`config.mk`:
```
export PLATFORM = sky130hd
export DESIGN_NAME = kvaz_multi
export DESIGN_NICKNAME = d
export VERILOG_FILES = /design/src/rtl/kvaz_multi.sv
export SDC_FILE = /design/constraint.sdc
export NUM_CORES = 1
export LEC_CHECK = 0
export ABC_CLOCK_PERIOD_IN_PS = 3700
export BUFFER_PORTS_ARGS = -buffer_cell sky130_fd_sc_hd__buf_2
export CAP_MARGIN = 20
export CORE_MARGIN = 3
export CORE_UTILIZATION = 56
export DETAILED_ROUTE_END_ITERATION = 8
export PLACE_DENSITY = 0.8
export SLEW_MARGIN = 20
export SYNTH_ARGS = -nofsm -noshare
export SYNTH_HDL_FRONTEND = slang
export SYNTH_SLANG_ARGS = --single-unit
```
`constraint.sdc`:
```
create_clock -name clk -period 3.7 [get_ports clk]
set_input_delay 1.11 -clock clk [delete_from_list [all_inputs] [get_ports clk]]
set_output_delay 1.11 -clock clk [all_outputs]
set_load 0.02 [all_outputs]
```
`src/rtl/kvaz_multi.sv`:
```
// Multi-disk RAM-disk page mapper: per-disk control registers, stack/ram claim
// arbitration into a flat SDRAM page space, deferred register commit, sticky conflict flag.

module kvaz_disk_claim #(
    parameter int EXT_WIN = 1
) (
    input  logic [3:0] ctl_i,      // {win_ef, win_89, ram_on, stack_on}
    input  logic [3:0] hi_i,
    input  logic       stack_i,
    output logic       stack_clm_o,
    output logic       ram_clm_o
);
    logic win;

    assign win = (hi_i >= 4'hA && hi_i <= 4'hD)
               || ((EXT_WIN != 0) && ctl_i[2] && hi_i[3:1] == 3'b100)
               || ((EXT_WIN != 0) && ctl_i[3] && hi_i[3:1] == 3'b111);
    assign stack_clm_o = ctl_i[0] & stack_i;
    assign ram_clm_o   = ctl_i[1] & win;
endmodule

module kvaz_multi #(
    parameter int         NDISK     = 4,
    parameter logic [7:0] PORT_BASE = 8'h10,
    parameter int         EXT_WIN   = 1,
    parameter int         DEFER     = 1,
    parameter int         BA_W      = 6
) (
    input  logic            clk,
    input  logic            reset,
    input  logic            clke,
    input  logic [7:0]      shavv,
    input  logic [7:0]      io_addr,
    input  logic            select,
    input  logic [7:0]      data_in,
    input  logic            stack,
    input  logic            memwr,
    input  logic            memrd,
    output logic [BA_W-1:0] bigram_addr,
    output logic            blk_n,
    output logic [7:0]      cr_rd_data,
    output logic            conflict,
    output logic [7:0]      debug
);
    typedef enum logic {IDLE, PEND} state_t;

    state_t                     state_q;
    logic [2:0]                 pidx_q;
    logic [7:0]                 pdat_q;
    logic [NDISK-1:0][7:0]      cr_q, cr_d;
    logic [BA_W-1:0]            big_q;
    logic                       blk_q, conf_q;

    logic [7:0] off;
    logic       in_rng, wr_en, busy, pend_commit, direct_commit;
    logic [2:0] wr_idx;
    logic       unused_lo;

    assign off    = io_addr - PORT_BASE;
    assign in_rng = (io_addr >= PORT_BASE) && (off < 8'(NDISK));
    assign wr_idx = off[2:0];
    assign wr_en  = clke & select & in_rng;
    assign busy   = memrd | memwr;
    assign unused_lo = ^{shavv[3:0], off[7:3]};

    // A pending value drains when the bus goes idle or when a newer write pushes it out.
    assign pend_commit   = (DEFER != 0) && (state_q == PEND) && (wr_en || !busy);
    assign direct_commit = wr_en && ((DEFER == 0) || !busy);

    always_comb begin
        cr_d = cr_q;
        for (int d = 0; d < NDISK; d++) begin
            if (pend_commit && pidx_q == 3'(d)) cr_d[d] = pdat_q;
            if (direct_commit && wr_idx == 3'(d)) cr_d[d] = data_in;
        end
    end

    always_comb begin
        cr_rd_data = 8'h00;
        for (int d = 0; d < NDISK; d++)
            if (in_rng && off == 8'(d)) cr_rd_data = cr_q[d];
    end

    always_ff @(posedge clk or posedge reset) begin
        if (reset) begin
            state_q <= IDLE;
            pidx_q  <= 3'd0;
            pdat_q  <= 8'h00;
        end else if (DEFER != 0) begin
            case (state_q)
                IDLE: if (wr_en && busy) begin
                    pidx_q  <= wr_idx;
                    pdat_q  <= data_in;
                    state_q <= PEND;
                end
                PEND: begin
                    if (wr_en && busy) begin
                        pidx_q <= wr_idx;
                        pdat_q <= data_in;
                    end else if (wr_en || !busy) begin
                        state_q <= IDLE;
                    end
                end
                default: state_q <= IDLE;
            endcase
        end
    end

    always_ff @(posedge clk or posedge reset) begin
        if (reset) cr_q <= '0;
        else       cr_q <= cr_d;
    end

    logic [NDISK-1:0] stk_clm, ram_clm;

    for (genvar g = 0; g < NDISK; g++) begin : g_disk
        kvaz_disk_claim #(.EXT_WIN(EXT_WIN)) u_claim (
            .ctl_i       (cr_q[g][7:4]),
            .hi_i        (shavv[7:4]),
            .stack_i     (stack),
            .stack_clm_o (stk_clm[g]),
            .ram_clm_o   (ram_clm[g])
        );
    end

    logic            win_v;
    logic [2:0]      win_idx;
    logic [1:0]      win_pg;
    logic [3:0]      nclm;
    logic [BA_W-1:0] win_page;

    // Descending scans so the lowest index wins; stack pass runs last so it overrides ram.
    always_comb begin
        win_v   = 1'b0;
        win_idx = 3'd0;
        win_pg  = 2'd0;
        nclm    = 4'd0;
        for (int d = NDISK-1; d >= 0; d--)
            if (ram_clm[d]) begin
                win_v = 1'b1; win_idx = 3'(d); win_pg = cr_q[d][1:0];
            end
        for (int d = NDISK-1; d >= 0; d--)
            if (stk_clm[d]) begin
                win_v = 1'b1; win_idx = 3'(d); win_pg = cr_q[d][3:2];
            end
        for (int d = 0; d < NDISK; d++)
            nclm = nclm + 4'(stk_clm[d] | ram_clm[d]);
    end

    assign win_page = BA_W'({win_idx, win_pg}) + BA_W'(1);

    always_ff @(posedge clk or posedge reset) begin
        if (reset) begin
            big_q  <= '0;
            blk_q  <= 1'b1;
            conf_q <= 1'b0;
        end else if (clke) begin
            big_q <= win_v ? win_page : '0;
            blk_q <= ~win_v;
            if (nclm > 4'd1) conf_q <= 1'b1;
        end
    end

    assign bigram_addr = big_q;
    assign blk_n       = blk_q;
    assign conflict    = conf_q;
    assign debug       = {state_q == PEND, pidx_q, win_v, win_idx};
endmodule

```
==> results of run 1 <==
## power by group through the flow
stage	combinational [mW]	clock, mW	sequential, mW
2_1_floorplan	0.0729	0	0.599
3_3_place_gp	0.117	0	0.594
6_report	0.120	0.404	0.584
5_1_grt	0.134	0.438	0.586
4_1_cts	0.121	0.413	0.584
3_5_place_dp	0.120	0	0.595
## cells in the mapped netlist, drive strengths merged (3+ instances only)
| library cell | n | share of area [%] |
|---|---|---|
| nand3 | 5 | 0.94 |
| mux2 | 55 | 19 |
| a21oi | 8 | 1.4 |
| clkbuf | 6 | 0.71 |
| nand2b | 5 | 0.98 |
| and2b | 8 | 1.9 |
| dfrtp | 50 | 39 |
| mux4 | 8 | 5.6 |
| o2111a | 3 | 1.1 |
| mux2i | 12 | 3.8 |
| buf | 10 | 2.1 |
| nand2 | 25 | 3.0 |
| or3 | 4 | 0.94 |
| inv | 9 | 1.1 |
| nor2b | 3 | 0.59 |
| nand3b | 3 | 0.82 |
| o21ai | 19 | 3.0 |
| nor2 | 9 | 1.1 |
| o22ai | 4 | 0.78 |
## per-stage QoR
| stage | cells | utilization, % | hold WS [ps] | setup WS [ps] |
|---|---|---|---|---|
| floorplan | 286 | - | 458 | 255 |
| CTS | 405 | 68.4 | 479 | 34.8 |
| global route | 405 | 68.5 | 495 | 3.78 |
| detailed placement | 397 | 66.1 | 458 | -7.52 |
| finish | 405 | 68.5 | 477 | 68.4 |
| global placement | 397 | 66.1 | 446 | 56.6 |
## cells by family (layout without fill, tap and decap cells)
kind of cell               count (synthesis)  count (layout)  share of synthesized area, %
and+or+nand+nor                           77              77                          14.5
muxes                                     75              75                          28.8
AOI/OAI and AO/OA                         52              52                          11.1
DFF                                       51              51                          40.0
buffers and inverters                     25              74                          3.88
adders and majority gates                  2               2                          1.02
xor gates and xnor gates                   2               2                         0.549
other                                      1               2                         0.117
## tightest hold or removal path, delay by kind of cell, from the launching register on
family	cells	cell delay, ps
flip-flops	1	370
multiplexers	1	60
buffers and inverters	1	50
## per-layer routing
layer	global-route usage (%)	vias to the layer above
li1	-	1148
met1	33.3	1227
met2	38.4	99
met3	4.06	17
met4	10.5	0
met5	0	-
## timing repair
item | CTS | global route
cloned | 0 | 0
buffers inserted | 0 | 0
endpoints found under the hold margin | 0 | 0
setup endpoints to repair | 1 | 1
gates resized for setup | 1 | 2
pin swaps | 0 | 1
## final timing paths
check                                       to  depth (start not counted)
worst max-delay path                  debug[1]                          7
worst min-delay path                     blk_n                          2
worst max register to register  bigram_addr[2]                          9
worst min register to register           blk_n                          2
max in group asynchronous             cr_q[24]                          2
min in group asynchronous       bigram_addr[4]                          2
## state kept, by name, summed over array words and instances (netlist names)
| signal | count |
|---|---|
| cr_q | 32 |
| pdat_q | 8 |
| bigram_addr | 5 |
| pidx_q | 3 |
| blk_n | 1 |
| conflict | 1 |
| state_q | 1 |
## cell usage in the layout (no fill, tap or decap), types with 3 or more instances in the layout
master	netlist	layout
sky130_fd_sc_hd__nor2b_1	3	3
sky130_fd_sc_hd__a21oi_1	7	7
sky130_fd_sc_hd__o2111a_1	3	3
sky130_fd_sc_hd__mux2i_1	12	12
sky130_fd_sc_hd__nand3_1	4	4
sky130_fd_sc_hd__o21ai_0	19	18
sky130_fd_sc_hd__dfrtp_1	50	50
sky130_fd_sc_hd__o22ai_1	4	4
sky130_fd_sc_hd__nor2_1	9	8
sky130_fd_sc_hd__buf_2	3	47
sky130_fd_sc_hd__buf_4	7	10
sky130_fd_sc_hd__nand2_1	24	24
sky130_fd_sc_hd__clkbuf_8	0	6
sky130_fd_sc_hd__mux4_2	8	8
sky130_fd_sc_hd__nand2b_1	5	5
sky130_fd_sc_hd__inv_1	9	8
sky130_fd_sc_hd__or3_2	4	4
sky130_fd_sc_hd__and2b_1	8	8
sky130_fd_sc_hd__mux2_2	55	55
## cell type report
class / instances / area [um2] / area share (%)
inverter: 9 / 35.0 / 0.965
tap: 70 / 87.6 / 2.41
clock buffer: 6 / 82.6 / 2.27
timing repair buffer: 57 / 310 / 8.55
multi-input combinational: 210 / 1800 / 49.7
clock inverter: 2 / 35.0 / 0.965
sequential: 51 / 1280 / 35.2
==> run summary, run 1 <==
=================================================================================
Outcome                                                              complete, no violations
Max clock buf depth                                                             2
Synth cell types                                                               56
RSZ-0062 raised after global routing                                        false
Total met3 wirelength after detailed routing                               437 um
Worst relative slew slack                                                   41.9%
Vias after detailed routing                                                 2,491
Proportion of synthesized chip area in sequential cells                     40.0%
CP Launch Point                                                          shavv[5]
CTS sink count                                                                 51
WL met2                                                                   3560 um
Max-slew violation count                                                        0
Total power consumption of the routed design                              1.11 mW
Inserted Diodes                                                                 0
PD cells                                                               305 nW/um2
Worst hold path class                                                  reg -> reg
Synthesized instance count                                                    285
Fin crit share                                                              98.2%
HP Start                                                                    blk_n
Effective utilization at floorplan                                          60.2%
Final Setup Violations                                                          0
Maximum cell stage delay along the critical path                           480 ps
Maximum vdd ir drop                                                      0.233 mV
Sum of negative setup slack                                                  0 ps
Core Rows                                                                      26
Post-synthesis instance area                                             3190 um2
Classification of the worst setup path                                  in -> out
Post-route cell area                                                     3630 um2
Share of layout cells above drive strength 1                                44.5%
TritonCTS clock tree                                                        built
Yosys warnings                                                                  0
Antenna violations before repair                                                0
Transition time at the pin with the least slew margin                      870 ps
Highest fanout seen on the critical path                                        6
Number of synthesized register bits                                            51
Number of input and output port buffers inserted                               47
Proportion of power drawn by flip-flops and latches                         52.7%
Sum of net half-perimeters after detailed placement                       5460 um
Primary FF master, synth                                             sky130_fd_sc_hd__dfrtp_1
Count of max-cap constraint violations                                          0
Worst path most repeated cell                                        sky130_fd_sc_hd__buf_2
Synth-to-Final Area Change                                                  13.8%
Vertical extent of the die                                                81.5 um
Via count of the first global-routing pass                                  2,474
Drt via density                                                              6.15
Buf+Inv Stages, Crit Path                                                       2
Average wire per standard cell                                            18.3 um
Number of synthesized flops with an enable pin                                  0
Cells traversed along the worst timing path                          buf_2, or3_2, o2111a_1, nor2_2, o21ai_1, and2_2, buf_2
Number of CTS-inserted buffers                                                  5
Net switching fraction of the power                                         24.1%
Later-pin clock latency in the skew report                                 310 ps
Reg-to-Reg Start                                                         cr_q[30]
Critical path's slowest cell                                         sky130_fd_sc_hd__or3_2
Highest attainable clock frequency                                      0.275 GHz
Worst endpoint required time                                              2590 ps
Largest net degree at the start of global routing                              52
Total wire length                                                         7400 um
Clock Skews                                                               9.84 ps
Width of the die                                                          81.5 um
Final Critical Period                                                     3630 ps
DR top layer                                                                 met4
IO Pins                                                                        55
Sw Pwr                                                                   0.267 mW
Routed met1 length                                                        3230 um
Routability congestion estimate                                             0.899
Depth of the CTS H-tree                                                         2
Total routing resource utilization after global routing                     24.4%
Global-route wire length before repair                                  12,200 um
Leakage Power                                                             1.79 nW
Crit path max-delay family                                           simple AND/OR/NAND/NOR gates
Number of antenna-violating nets in the routed design                           0
Portion of total power attributed to the clock network                      36.5%
Residual DRC count                                                              0
Hold-fix buffers at CTS                                                         0
Portion of total power attributed to combinational logic                    10.8%
Per-instance average area after synthesis                                11.2 um2
Final Hold Viols                                                                0
Core ar.                                                                 5300 um2
Final nets                                                                    367
Placed cell area                                                         3500 um2
Root buffer cell                                                     sky130_fd_sc_hd__clkbuf_8
Register clock-pin slew on the reported worst setup and hold paths          90 ps
Worst R2R Setup Slack                                                     1010 ps
Nature of the critical path endpoint                                 primary output
Int Power                                                                0.841 mW
Violation count after the first detailed-routing iteration                    297
Total congestion overflow                                                       0
Filler Cell Count                                                             420
Share of flip-flops with an asynchronous set or reset                        100%
Crit path arrival time                                                    2520 ps
Floorplan die area                                                       6640 um2
Kind of launch point of the worst setup path                         primary input
DRT Pass-1 Iters                                                                5
=================================================================================
Power figures use the tool's default switching activity.
==> run 2: changes to the inputs <==
ABC_CLOCK_PERIOD_IN_PS = 3800   (was 3700)
clock period = 3.8 ns   (was 3.7 ns; I/O delays follow)
==> run summary, run 2 (synthesized netlist as in run 1, its figures left out) <==
==================================================================================
Later-pin clock latency in the skew report                                  300 ps   about the same
Routability congestion estimate                                              0.895   -0.50%
Leading cell types in the layout, fill and taps excluded              sky130_fd_sc_hd__mux2_2, sky130_fd_sc_hd__dfrtp_1, sky130_fd_sc_hd__buf_2, sky130_fd_sc_hd__nand2_1, sky130_fd_sc_hd__o21ai_0
Worst R2R Setup Slack                                                      1110 ps   +100 ps
Nature of the critical path endpoint                                  primary output
Violation count after the first detailed-routing iteration                     198   -33%
Worst reg2reg endpoint                                                bigram_addr[2]
Synth-to-Final Area Change                                                   13.6%
Worst hold path class                                                   reg -> reg
Classification of the worst setup path                                   in -> out
Depth of the CTS H-tree                                                          2   unchanged
Placed Cells                                                                   398   +0.25%
Total congestion overflow                                                        0   unchanged
Root buffer cell                                                      sky130_fd_sc_hd__clkbuf_8
Average wire per standard cell                                             18.1 um   -0.99%
Crit path max-delay family                                            simple AND/OR/NAND/NOR gates
Width of the die                                                           81.5 um   unchanged
Fin crit share                                                               97.2%
Vias after detailed routing                                                  2,483   -0.32%
Number of input and output port buffers inserted                                47   unchanged
Post-layout utilization of the core                                          68.4%   -0.12 points
TritonCTS clock tree                                                         built
Worst path most repeated cell                                         sky130_fd_sc_hd__buf_2
Critical path's slowest cell                                          sky130_fd_sc_hd__or3_2
Residual DRC count                                                               0   unchanged
Floorplan die area                                                        6640 um2   unchanged
Cells traversed along the worst timing path                           buf_2, or3_2, o2111a_1, nor2_2, o21ai_0, and2_2, buf_2
Cell depth of the worst hold path                                                2   unchanged
Hold-fix buffers at CTS                                                          0   unchanged
Leakage Power                                                              1.78 nW   -0.39%
Final Hold Viols                                                                 0   unchanged
Max-slew violation count                                                         0   unchanged
Highest fanout seen on the critical path                                         6   unchanged
Effective utilization at floorplan                                           60.2%   unchanged
Register containing the most flip-flops in the final layout                   cr_q
Transition time at the pin with the least slew margin                       864 ps   -6.16 ps
Count of max-cap constraint violations                                           0   unchanged
Worst relative slew slack                                                    42.3%   +0.41 points
Maximum vdd ir drop                                                       0.252 mV   +8.3%
Share of layout cells above drive strength 1                                 44.6%   +0.17 points
Filler Cell Count                                                              402   -4.3%
Final standard cell count with taps included and fillers excluded              406   +0.25%
Worst endpoint required time                                               2660 ps   +70 ps
Total wire length                                                          7350 um   -0.74%
Via count of the first global-routing pass                                   2,438   -1.5%
Drt via density                                                               6.12   -0.57%
Flip-flop count of the largest register, all copies and words added             32   unchanged
Inserted Diodes                                                                  0   unchanged
Number of CTS-inserted buffers                                                   5   unchanged
Sum of negative setup slack                                                   0 ps   unchanged
Global-route wire length before repair                                   12,500 um   +2.4%
Crit path arrival time                                                     2550 ps   +30 ps
Core Rows                                                                       26   unchanged
Maximum cell stage delay along the critical path                            480 ps   about the same
Sum of net half-perimeters after detailed placement                        5520 um   +1.0%
Number of antenna-violating nets in the routed design                            0   unchanged
Outcome                                                               complete, no violations
Final Critical Period                                                      3690 ps
Reg-to-Reg Start                                                          cr_q[30]
Most common cell after layout, fill and taps aside                    sky130_fd_sc_hd__mux2_2
CTS sink count                                                                  51   unchanged
PD cells                                                                284 nW/um2   -7.1%
Register clock-pin slew on the reported worst setup and hold paths           90 ps   about the same
Final Setup Violations                                                           0   unchanged
HP Start                                                                     blk_n
Core ar.                                                                  5300 um2   unchanged
Highest attainable clock frequency                                       0.271 GHz
DRT Pass-1 Iters                                                                 4   -1
Buf+Inv Stages, Crit Path                                                        2   unchanged
Clock Skews                                                                7.09 ps   -2.76 ps
IO Pins                                                                         55   unchanged
Vertical extent of the die                                                 81.5 um   unchanged
Final nets                                                                     368   +0.27%
Total area of multi-input combinational cells                             1800 um2   unchanged
Max clock buf depth                                                              2   unchanged
Largest net degree at the start of global routing                               52   unchanged
Worst reg-to-reg path cell count                                                 9   unchanged
Seq. cell area                                                            1280 um2   unchanged
Kind of launch point of the worst setup path                          primary input
Total routing resource utilization after global routing                      24.5%   +0.16 points
RSZ-0062 raised after global routing                                         false
Endpoint of the worst hold-timing path                                       blk_n
Antenna violations before repair                                                 0   unchanged
==================================================================================
==> run 2: cell count changes in the layout (fill, tap and decap cells not counted) <==
cell                         previous run  this run
sky130_fd_sc_hd__clkinvlp_4             0         1
sky130_fd_sc_hd__clkinv_2               2         1
sky130_fd_sc_hd__o21ai_1                1         0
sky130_fd_sc_hd__o21ai_0               18        19
sky130_fd_sc_hd__clkbuf_8               6         7
sky130_fd_sc_hd__bufinv_16              1         0
sky130_fd_sc_hd__buf_4                 10        11
==> run 2: area by class of cell <==
class	instances	area share, %
multi-input combinational	210	49.7
sequential	51	35.2
timing repair buffer	58	8.77
clock buffer	7	2.66
tap	70	2.42
inverter	9	0.967
clock inverter	1	0.207
==> run 2: tightest hold or removal path, cell delays in order (launching register included) <==
cell and delay [ps]:
sky130_fd_sc_hd__dfstp_2 380, sky130_fd_sc_hd__inv_1 40, sky130_fd_sc_hd__mux2i_1 50
==> run 2: metrics by stage <==
stage / hold slack, ps / setup WS [ps] / cell area [um2] / power (mW)
3_3_place_gp: 446 / 112 / 3510 / 0.692
5_1_grt: 501 / 6.87 / 3620 / 1.08
6_report: 474 / 106 / 3620 / 1.03
4_1_cts: 479 / 91.1 / 3610 / 1.04
2_1_floorplan: 458 / 295 / 3200 / 0.655
3_5_place_dp: 465 / 92.2 / 3510 / 0.697
==> run 2: worst max-delay path by stage <==
stage,start,end,slack (ps),cells past startpoint
final,shavv[5],debug[1],110,7
after global routing,shavv[5],debug[1],7,7
after CTS,shavv[5],debug[1],90,7
after detailed placement,shavv[5],debug[1],90,7
after global placement,shavv[5],debug[1],110,7
after floorplan,shavv[5],debug[0],290,4
==> run 2: what timing repair did <==
item,in CTS,in global routing
buffers inserted,0,0
endpoints found under the setup margin,0,1
gates resized for setup,0,2
endpoints found under the hold margin,0,0
==> run 2: power by group <==
group | internal, mW | total [mW] | switching [mW]
Combinational | 0.0498 | 0.118 | 0.0682
Sequential | 0.556 | 0.569 | 0.0133
Clock | 0.166 | 0.341 | 0.175
Total | 0.772 | 1.03 | 0.256
==> run 2: routing by layer <==
layer,GRT usage [%],part of all wire (%)
met1,36.0,45
met2,37.7,48
met3,3.95,5.7
met4,6.93,1.1
met5,0,0
==> run 3: changes to the inputs <==
CELL_PAD_IN_SITES_DETAIL_PLACEMENT = 1   (was not set)
CELL_PAD_IN_SITES_GLOBAL_PLACEMENT = 1   (was not set)
CORE_UTILIZATION = 44   (was 56)
PLACE_DENSITY = not set   (was 0.8)
PLACE_DENSITY_LB_ADDON = 0.1   (was not set)
==> run summary, run 3 (synthesized netlist as in run 1, its figures left out) <==
==================================================================================
Average wire per standard cell                                             19.3 um   +6.8%
Critical path's slowest cell                                          sky130_fd_sc_hd__or3_2
TritonCTS clock tree                                                         built
IO Pins                                                                         55   unchanged
Fin crit share                                                               97.1%   about the same
Crit path setup slack, layout                                               109 ps   +3.00 ps
Total wire length                                                          8420 um   +15%
PD cells                                                                308 nW/um2   +8.5%
Root buffer cell                                                      sky130_fd_sc_hd__clkbuf_8
Flip-flop count of the largest register, all copies and words added             32   unchanged
Effective utilization at floorplan                                           46.2%   -14 points
Final Critical Period                                                      3690 ps   -3.00 ps
Depth of the CTS H-tree                                                          2   unchanged
Worst relative slew slack                                                    52.9%   +11 points
Antenna violations before repair                                                 0   unchanged
Register containing the most flip-flops in the final layout                   cr_q
Number of input and output port buffers inserted                                47   unchanged
Outcome                                                               complete, no violations
Routability congestion estimate                                              0.822   -8.2%
Vertical extent of the die                                                 91.2 um   +12%
Later-pin clock latency in the skew report                                  310 ps   about the same
Classification of the worst setup path                                   in -> out
Residual DRC count                                                               0   unchanged
Share of layout cells above drive strength 1                                 45.3%   +0.65 points
Clock Skews                                                                8.72 ps   +1.63 ps
Post-place setup slack                                                     45.4 ps   -46.8 ps
Sum of net half-perimeters after detailed placement                        6230 um   +13%
Kind of launch point of the worst setup path                          primary input
Post-route cell area                                                      3730 um2   +2.9%
Via count of the first global-routing pass                                   2,546   +4.4%
Crit path arrival time                                                     2550 ps   about the same
DRT Pass-1 Iters                                                                 4   unchanged
Most common cell after layout, fill and taps aside                    sky130_fd_sc_hd__mux2_2
Vias after detailed routing                                                  2,463   -0.81%
Placed cell area                                                          3570 um2   +1.8%
Worst Hold Margin                                                           476 ps   +2.40 ps
Highest fanout seen on the critical path                                         6   unchanged
Seq. cell area                                                            1280 um2   unchanged
Buf+Inv Stages, Crit Path                                                        2   unchanged
Core Rows                                                                       30   +15%
Max clock buf depth                                                              2   unchanged
Final Hold Viols                                                                 0   unchanged
Total congestion overflow                                                        0   unchanged
Number of CTS-inserted buffers                                                   5   unchanged
Max-slew violation count                                                         0   unchanged
Number of antenna-violating nets in the routed design                            0   unchanged
Post-CTS Setup Repair Bufs                                                       0   unchanged
Violation count after the first detailed-routing iteration                      57   -71%
Global-route wire length before repair                                   13,700 um   +9.9%
Nature of the critical path endpoint                                  primary output
Total power consumption of the routed design                               1.15 mW   +12%
Hold-fix buffers at CTS                                                          0   unchanged
Inserted Diodes                                                                  0   unchanged
RSZ-0062 raised after global routing                                         false
Floorplan die area                                                        8310 um2   +25%
Width of the die                                                           91.2 um   +12%
Largest net degree at the start of global routing                               33   -37%
Placed Cells                                                                   428   +7.5%
Leakage Power                                                              1.82 nW   +2.1%
Worst endpoint required time                                               2660 ps   about the same
HP Start                                                                     blk_n
Highest attainable clock frequency                                       0.271 GHz   about the same
Filler Cell Count                                                              772   +92%
Count of max-cap constraint violations                                           0   unchanged
Register clock-pin slew on the reported worst setup and hold paths          100 ps   about the same
Sum of negative setup slack                                                   0 ps   unchanged
Maximum vdd ir drop                                                       0.145 mV   -43%
Total routing resource utilization after global routing                      20.8%   -3.8 points
Post-layout utilization of the core                                          54.0%   -14 points
Worst hold path class                                                   reg -> reg
Final Setup Violations                                                           0   unchanged
Worst path most repeated cell                                         sky130_fd_sc_hd__buf_2
Final standard cell count with taps included and fillers excluded              436   +7.4%
Crit path max-delay family                                            simple AND/OR/NAND/NOR gates
CTS sink count                                                                  51   unchanged
Synth-to-Final Area Change                                                   16.9%
Total area of multi-input combinational cells                             1810 um2   +0.62%
Reg-to-Reg Start                                                          cr_q[30]
Cells traversed along the worst timing path                           buf_2, or3_2, o2111a_1, nor2_2, o21ai_1, and2_2, buf_2
CP Launch Point                                                           shavv[5]
Maximum cell stage delay along the critical path                            490 ps   about the same
Core ar.                                                                  6910 um2   +30%
Leading cell types in the layout, fill and taps excluded              sky130_fd_sc_hd__mux2_2, sky130_fd_sc_hd__dfrtp_1, sky130_fd_sc_hd__buf_2, sky130_fd_sc_hd__nand2_1, sky130_fd_sc_hd__o21ai_0
Final nets                                                                     372   +1.1%
Transition time at the pin with the least slew margin                       705 ps   -159 ps
Drt via density                                                               5.65   -7.6%
==================================================================================
run 3: tightest hold or removal path: stages (launching register included):
cell and delay (ps):
sky130_fd_sc_hd__dfstp_2 380, sky130_fd_sc_hd__inv_1 40, sky130_fd_sc_hd__mux2i_1 60
run 3: final cells by class:
type | instances | area share (%)
clock buffer | 5 | 1.85
inverter | 9 | 0.906
multi-input combinational | 210 | 48.6
sequential | 51 | 34.3
tap | 96 | 3.22
timing repair buffer | 62 | 9.33
clock inverter | 3 | 1.81
run 3: worst paths after layout:
path	slack, ps	to	cells past startpoint
max	110	debug[1]	7
min	480	blk_n	2
max reg2reg	1100	bigram_addr[2]	9
min reg2reg	480	blk_n	2
max in group asynchronous	2130	cr_q[0]	3
min in group asynchronous	940	cr_q[7]	2
run 3: metal layers:
metal / GRT usage, % / part of all wire, %
met1: 30.4 / 49
met2: 33.8 / 48
met3: 2.73 / 2.6
met4: 2.64 / 0.58
met5: 0 / 0
run 3: report_power, final:
group | switching [mW] | total (mW) | internal (mW)
Sequential | 0.0132 | 0.569 | 0.556
Combinational | 0.0711 | 0.122 | 0.0504
Clock | 0.195 | 0.457 | 0.263
Total | 0.279 | 1.15 | 0.869
run 3: timing repair:
| item | CTS | global route |
|---|---|---|
| setup endpoints to repair | 0 | 1 |
| hold endpoints to repair | 0 | 0 |
| resized for setup | 0 | 4 |
